File: config.mk
export PLATFORM = sky130hd
export DESIGN_NAME = filter_gate
export DESIGN_NICKNAME = d
export VERILOG_FILES = /design/src/rtl/filter_gate.sv
export SDC_FILE = /design/constraint.sdc
export NUM_CORES = 1
export LEC_CHECK = 0
export BUFFER_PORTS_ARGS = -buffer_cell sky130_fd_sc_hd__buf_2
export CAP_MARGIN = 10
export CORE_AREA = 2 2 358 360
export CTS_BUF_LIST = sky130_fd_sc_hd__clkbuf_2
export CTS_CLUSTER_DIAMETER = 40
export CTS_CLUSTER_SIZE = 30
export DETAILED_ROUTE_END_ITERATION = 12
export DIE_AREA = 0 0 360 362
export GPL_TIMING_DRIVEN = 1
export PLACE_DENSITY = 0.3
export SETUP_SLACK_MARGIN = 0.15
export SLEW_MARGIN = 20
export SYNTH_ARGS = -nofsm -noshare
export SYNTH_HDL_FRONTEND = slang
export SYNTH_SLANG_ARGS = --single-unit
File: constraint.sdc
create_clock -name axi_aclk -period 2.6 [get_ports axi_aclk]
set_input_delay 0.13 -clock axi_aclk [delete_from_list [all_inputs] [get_ports axi_aclk]]
set_output_delay 0.13 -clock axi_aclk [all_outputs]
set_load 0.01 [all_outputs]
File: src/rtl/filter_gate.sv
// filter_gate: holds each packet on the AXI4-Stream slave until the 5-tuple
// filter's verdict is valid. It then forwards the packet unchanged or drops
// it, pulses hdr_clear after the last beat, and counts forwarded and dropped
// packets.
module filter_gate #(
   parameter int C_M_AXIS_DATA_WIDTH  = 256,
   parameter int C_S_AXIS_DATA_WIDTH  = 256,
   parameter int C_M_AXIS_TUSER_WIDTH = 128,
   parameter int C_S_AXIS_TUSER_WIDTH = 128,
   parameter int HOLDOFF_CYCLES       = 2
) (
   input  logic                              axi_aclk,
   input  logic                              axi_reset,
   input  logic [C_S_AXIS_DATA_WIDTH-1:0]    s_axis_tdata,
   input  logic [C_S_AXIS_DATA_WIDTH/8-1:0]  s_axis_tstrb,
   input  logic [C_S_AXIS_TUSER_WIDTH-1:0]   s_axis_tuser,
   input  logic                              s_axis_tvalid,
   output logic                              s_axis_tready,
   input  logic                              s_axis_tlast,
   output logic [C_M_AXIS_DATA_WIDTH-1:0]    m_axis_tdata,
   output logic [C_M_AXIS_DATA_WIDTH/8-1:0]  m_axis_tstrb,
   output logic [C_M_AXIS_TUSER_WIDTH-1:0]   m_axis_tuser,
   output logic                              m_axis_tvalid,
   input  logic                              m_axis_tready,
   output logic                              m_axis_tlast,
   input  logic                              send,
   input  logic                              send_rd,
   output logic                              hdr_clear,
   output logic [31:0]                       pkt_fwd_cnt,
   output logic [31:0]                       pkt_drop_cnt
);

   localparam int HW = (HOLDOFF_CYCLES < 1) ? 1 : $clog2(HOLDOFF_CYCLES + 1);

   typedef enum logic [1:0] {
      WAIT_DEC = 2'd0,
      FWD      = 2'd1,
      DROP     = 2'd2,
      CLEAR    = 2'd3
   } state_t;

   state_t        r_state;
   state_t        w_nextState;
   logic          r_sendRdPrev;
   logic [HW-1:0] r_holdoff;
   logic [31:0]   r_fwdCnt;
   logic [31:0]   r_dropCnt;
   logic          w_decOk;
   logic          w_sReady;
   logic          w_lastHs;

   // The verdict is only trusted on the second consecutive cycle of send_rd,
   // because send itself settles one cycle after send_rd rises.
   assign w_decOk  = send_rd & r_sendRdPrev;
   assign w_lastHs = s_axis_tvalid & w_sReady & s_axis_tlast;

   // Next-state decode plus the slave/master handshake muxing for each state.
   always_comb begin
      w_nextState   = r_state;
      w_sReady      = 1'b0;
      m_axis_tvalid = 1'b0;
      m_axis_tdata  = '0;
      m_axis_tstrb  = '0;
      m_axis_tuser  = '0;
      m_axis_tlast  = 1'b0;
      hdr_clear     = 1'b0;
      case (r_state)
         WAIT_DEC: begin
            if (w_decOk && (r_holdoff == '0)) begin
               w_nextState = send ? FWD : DROP;
            end
         end
         FWD: begin
            m_axis_tdata  = s_axis_tdata;
            m_axis_tstrb  = s_axis_tstrb;
            m_axis_tuser  = s_axis_tuser;
            m_axis_tlast  = s_axis_tlast;
            m_axis_tvalid = s_axis_tvalid;
            w_sReady      = m_axis_tready;
            if (w_lastHs) begin
               w_nextState = CLEAR;
            end
         end
         DROP: begin
            w_sReady = 1'b1;
            if (w_lastHs) begin
               w_nextState = CLEAR;
            end
         end
         CLEAR: begin
            hdr_clear   = 1'b1;
            w_nextState = WAIT_DEC;
         end
         default: begin
            w_nextState = WAIT_DEC;
         end
      endcase
   end

   // State register; reset abandons any packet in flight.
   always_ff @(posedge axi_aclk) begin
      if (axi_reset) begin
         r_state <= WAIT_DEC;
      end else begin
         r_state <= w_nextState;
      end
   end

   // send_rd history and post-clear holdoff. Clearing the history in CLEAR
   // stops the filter's lingering send_rd from looking like a fresh verdict.
   always_ff @(posedge axi_aclk) begin
      if (axi_reset) begin
         r_sendRdPrev <= 1'b0;
         r_holdoff    <= '0;
      end else if (r_state == CLEAR) begin
         r_sendRdPrev <= 1'b0;
         r_holdoff    <= HW'(HOLDOFF_CYCLES);
      end else begin
         r_sendRdPrev <= send_rd;
         if (r_holdoff != '0) begin
            r_holdoff <= r_holdoff - HW'(1);
         end
      end
   end

   // Packet counters bump on the last-beat handshake and wrap freely.
   always_ff @(posedge axi_aclk) begin
      if (axi_reset) begin
         r_fwdCnt  <= '0;
         r_dropCnt <= '0;
      end else begin
         if ((r_state == FWD) && w_lastHs) begin
            r_fwdCnt <= r_fwdCnt + 32'd1;
         end
         if ((r_state == DROP) && w_lastHs) begin
            r_dropCnt <= r_dropCnt + 32'd1;
         end
      end
   end

   assign s_axis_tready = w_sReady;
   assign pkt_fwd_cnt   = r_fwdCnt;
   assign pkt_drop_cnt  = r_dropCnt;

endmodule

### After elaboration in Yosys (flattened, before gate mapping)

Cells that the tools add are included.
W data, S select, Z words.

* output and inout port bits: 484
* bits in registers: 69
* word-level logic and storage cells: 40
* input port bits: 423

* eq/ne operators: 5
* add/sub/neg operators: 3
* mux-type cells: 13
* bitwise logic cells: 3
* reductions and logical operators: 10

Operator list (count)
* $mux W256: 1
* $mux W128: 1
* $add A32 B1 Y32 const B: 2
* $mux W32: 1
* $mux W2: 5
* $pmux W2 S3: 1
* $eq A2 B2 Y1 const B: 2
* $logic_not A2 Y1: 2
* $reduce_bool A2 Y1: 2
* $reduce_or A2 Y1: 2
* $and A1 B1 Y1: 3
* $logic_and A1 B1 Y1: 3
* $mux W1: 3
* $eq A2 B1 Y1 const B: 1
* $ne A2 B1 Y1 const B: 1
* $ne A2 B2 Y1 const B: 1
* $pmux W1 S2: 1
* $reduce_and A2 Y1: 1
* $sub A2 B1 Y2 const B: 1

### Depth between registers and ports, before layout

* depth after elaboration: 6
* gate-level depth with buffers: 8
* depth with buffers taken out: 7

### Worst setup path after synthesis

No wires, ideal clock.

* path kind: reg-to-reg
* start: register r_state[1]
* end: register r_fwdCnt[31], in the netlist pkt_fwd_cnt[31]
* path slack: 494 ps
* arrival: 2036 ps
* buffers on the path: 1
* stages on the path, launching flop included: 9
* setup time: 70 ps
* clock period less this slack: 2106 ps
* required time: 2530 ps
* path through: dfxtp_1 > inv_1 > ha_1 > and3_1 > o211ai_2 > or3_1 > buf_6 > or3_1 > a21oi_1

* word-level cells in the longest chain between the ends: 5
* elaborated cells between the ends (all ways): 6
* those cells by class: eq/ne: 2; mux: 1; bitwise: 2; reduce/logical: 1

Ends and longest elaborated chain
* start: declaration: RTL line 42 `state_t r_state;`
* start signal: assignment: RTL line 105 `r_state <= w_nextState;`
* $eq A2 B2 Y1 or $eq A2 B1 Y1 (tied branches): RTL line 67, 132
* $pmux W1 S2: RTL line 67 `case (r_state)`
* $and A1 B1 Y1 (2 in series): RTL line 55 `assign w_lastHs = s_axis_tvalid & w_sReady & s_axis_tlast;`
* $logic_and A1 B1 Y1 *: RTL line 132 `if ((r_state == FWD) && w_lastHs) begin`
* end signal: assignment: RTL line 133 `r_fwdCnt <= r_fwdCnt + 32'd1;`
* end: declaration: RTL line 46 `logic [31:0] r_fwdCnt;`

Every way passes the cells marked *; elsewhere a longest branch is shown, timed or not.
A chain may end at the register's enable or synchronous reset.

### Worst setup path after layout

* start: register r_state[1]
* end: output m_axis_tuser[40]

* word-level cells in the longest chain between the ends: 2

Ends and longest elaborated chain
* $eq A2 B1 Y1: RTL line 67
* $mux W128: RTL line 67
* end: declaration: RTL line 22 `output logic [C_M_AXIS_TUSER_WIDTH-1:0] m_axis_tuser,`

No other way between the ends.

==> results by group <==
Pwr
  • PwrDens: 737 nW/um2
  • Max IR drop VDD: 0.344 mV
  • Pleak: 6.77 nW

STA
  • Final count of hold timing violations: 0
  • Slew HR: 54.1%
  • Pins Over Slew Limit: 0
  • Tcrit/Tclk final: 90.0%
  • Final setup viols: 0
  • Clock Skew: 0.0416 ns
  • Final min period: 2.34 ns
  • Final setup TNS: 0 ns
  • Setup repair after global routing missed its margin: yes
  • Hold_ws: 0.122 ns
  • Fmax: 0.427 GHz
  • Worst slew pin tran: 0.689 ns

Floorplan
  • # rows: 131
  • Core Area: 127000 um2
  • DIE AREA: 130000 um2
  • Die span in y: 362 um
  • Initial Util: 4.74%
  • # IOs: 907
  • Die width: 360 um

Global route
  • Vias in the first global route: 9562
  • Largest net degree at the start of global routing: 95
  • Total global-route track usage: 16.5%
  • First-pass GRT wire length: 133000 um
  • Initial antenna violation count: 178
  • GRT overflow: 0

Finish
  • Commonest non-fill, non-tap cell in the layout: buf_2
  • Register area: 1380 um2
  • Area of the multi-input gates: 4360 um2
  • Share of layout cells above drive strength 1: 55.5%
  • Layout Nets: 2148
  • Final std cells w/o fill: 3419
  • Area Growth Syn to Fin: 115%
  • Most frequent cells in the layout: 904 x buf_2, 419 x and2_1, 69 x dfxtp_1
  • Fill cell count: 15.1k

Run
  • Max_cap viols: 0

Worst hold path
  • Hold Path Origin: axi_reset
  • Worst hold path class: input pin to register

Synth
  • #FFs+latches synth: 69
  • Post-Syn Instances: 838
  • Synthesized area: 6000 um2
  • Sequential area share after synthesis: 23.0%
  • Syn Area/Cell: 7.16 um2
  • Synth unique cells: 34
  • Yosys Warn Count: 0
  • Syn_nets: 1268

Setup path
  • First element of the critical path: r_state[1]
  • Crit-path cells: inv_1 -> ha_4 -> buf_12 -> buf_4 -> and2_1 -> buf_2
  • R2r startpoint: r_state[0]
  • Setup CP Type: register to primary output
  • Slowest stage delay, CP: 0.38 ns
  • Crit start category: register
  • WP data arrival: 2.21 ns
  • CP max FO: 20
  • Slowest-stage cell, CP: dfxtp_1
  • Critical Path Sink Type: primary output
  • Critical Path RT: 2.47 ns

Route
  • Met2 WL: 55700 um
  • WL met1: 36300 um
  • Detailed Route Iter0 Violations: 672
  • Post-route ant nets: 0
  • Via Count: 10.1k
  • Routed wire per std cell: 32.9 um
  • Vias per cell: 2.94
  • Drt drc: 0
  • Total wire length: 113000 um
  • Max layer used: met5
  • DRT Pass-1 Iters: 5
  • Routed wl met3: 16300 um

Place
  • GP Congestion: 0.914
  • Inst Count DP: 3365
  • Port Buffers: 906
  • DPL Wire Length: 105000 um

Clocking
  • Clock Pin Slew Worst Setup and Hold Paths: 0.24 ns
  • Cts bufs inserted: 9
  • Clock Tree Buf Depth: 2
  • Worst skew pair latency: 0.52 ns
  • TritonCTS clock tree: built
  • CTS sink cnt: 69
  • H-tree depth: 3
  • Root buffer cell: clkbuf_2

Run status
  • Status: finished clean
[power breakdown]
group	switching, W	internal [W]
Sequential	0.0000193	0.00108
Clock	0.000428	0.000215
Combinational	0.00511	0.00268
[per-stage QoR]
step	area (um2)	worst slack, ns	utilization (%)	total power (W)
2_1_floorplan	6000	0.494	-	0.00418
3_3_place_gp	12600	0.319	9.97	0.00908
3_5_place_dp	12600	0.311	9.97	0.00898
4_1_cts	12800	0.213	10.1	0.00986
5_1_grt	12900	0.142	10.1	0.0102
6_report	12900	0.259	10.2	0.00953
[cell type report]
type / count / area share [%]
Antenna cell: 34 / 0.658
Clock buffer: 9 / 0.349
Clock inverter: 7 / 0.513
Inverter: 8 / 0.232
Multi-Input combinational cell: 697 / 33.8
Sequential cell: 69 / 10.7
Tap cell: 1662 / 16.1
Timing Repair Buffer: 933 / 37.7
[cells by family (layout without fill, tap and decap cells)]
| group | Yosys count | after routing | share of synthesized area (%) |
|---|---|---|---|
| and+or+nand+nor | 612 | 612 | 60.4 |
| buffers and inverters | 72 | 957 | 4.65 |
| DFF | 69 | 69 | 23.0 |
| xor gates and xnor gates | 57 | 57 | 8.32 |
| AOI/OAI and AO/OA | 20 | 20 | 2.02 |
| adders and majority gates | 7 | 7 | 1.46 |
| muxes | 1 | 1 | 0.167 |
| other | 0 | 34 | 0 |
[per-layer routing]
metal  up-vias  GRT usage (%)
li1       4456              -
met1      4587           16.2
met2       750           29.9
met3       249           9.34
met4        20           4.02
met5         -              0
[worst paths after layout]
kind / to / slack [ns] / cells past startpoint
hold reg to reg: r_holdoff[0] / 0.46 / 1
hold / removal: pkt_drop_cnt[29] / 0.12 / 2
setup / recovery: m_axis_tuser[40] / 0.26 / 6
setup reg to reg: pkt_fwd_cnt[29] / 0.37 / 7
[sequential cells by signal, indices dropped and copies added, names as in the netlist]
signal and count:
r_sendRdPrev 1, pkt_fwd_cnt 32, r_state 2, r_holdoff 2, pkt_drop_cnt 32
[cells in the mapped netlist, drive strengths merged]
master / instances / area share (%)
xor2: 27 / 3.9
o2111ai: 1 / 0.15
xnor2: 30 / 4.4
a211oi: 1 / 0.13
and2: 420 / 44
o21ai: 6 / 0.50
o211ai: 1 / 0.21
nor4: 20 / 2.3
dfxtp: 69 / 23
and3: 12 / 1.3
nor3: 7 / 0.58
nor2b: 2 / 0.21
o211a: 1 / 0.17
ha: 7 / 1.5
or3: 7 / 0.81
nor4b: 1 / 0.15
and4: 7 / 1.0
o31ai: 1 / 0.13
or2: 1 / 0.10
nor2: 63 / 3.9
a21oi: 9 / 0.75
nand3: 25 / 2.1
nand2: 23 / 1.4
buf: 2 / 0.27
mux2i: 1 / 0.17
nor3b: 2 / 0.25
inv: 8 / 0.50
nand4: 22 / 2.4
clkbuf: 62 / 3.9
[worst max-delay path, delay by kind of cell, from the launching register on]
kind | cells | cell delay, ns
flip-flops | 1 | 0.38
AND/OR/NAND/NOR | 1 | 0.37
adder cells (fa/ha/maj) | 1 | 0.17
buffers and inverters | 4 | 0.79
[what timing repair did]
item / CTS / global route
endpoints found under the setup margin: 70 / 6
resized for setup: 5 / 2
hold buffers: 2 / 0
setup buffers: 1 / 0
pin swaps: 0 / 0
gates cloned: 1 / 0
hold endpoints to repair: 2 / 0
Power figures use the tool's default switching activity.
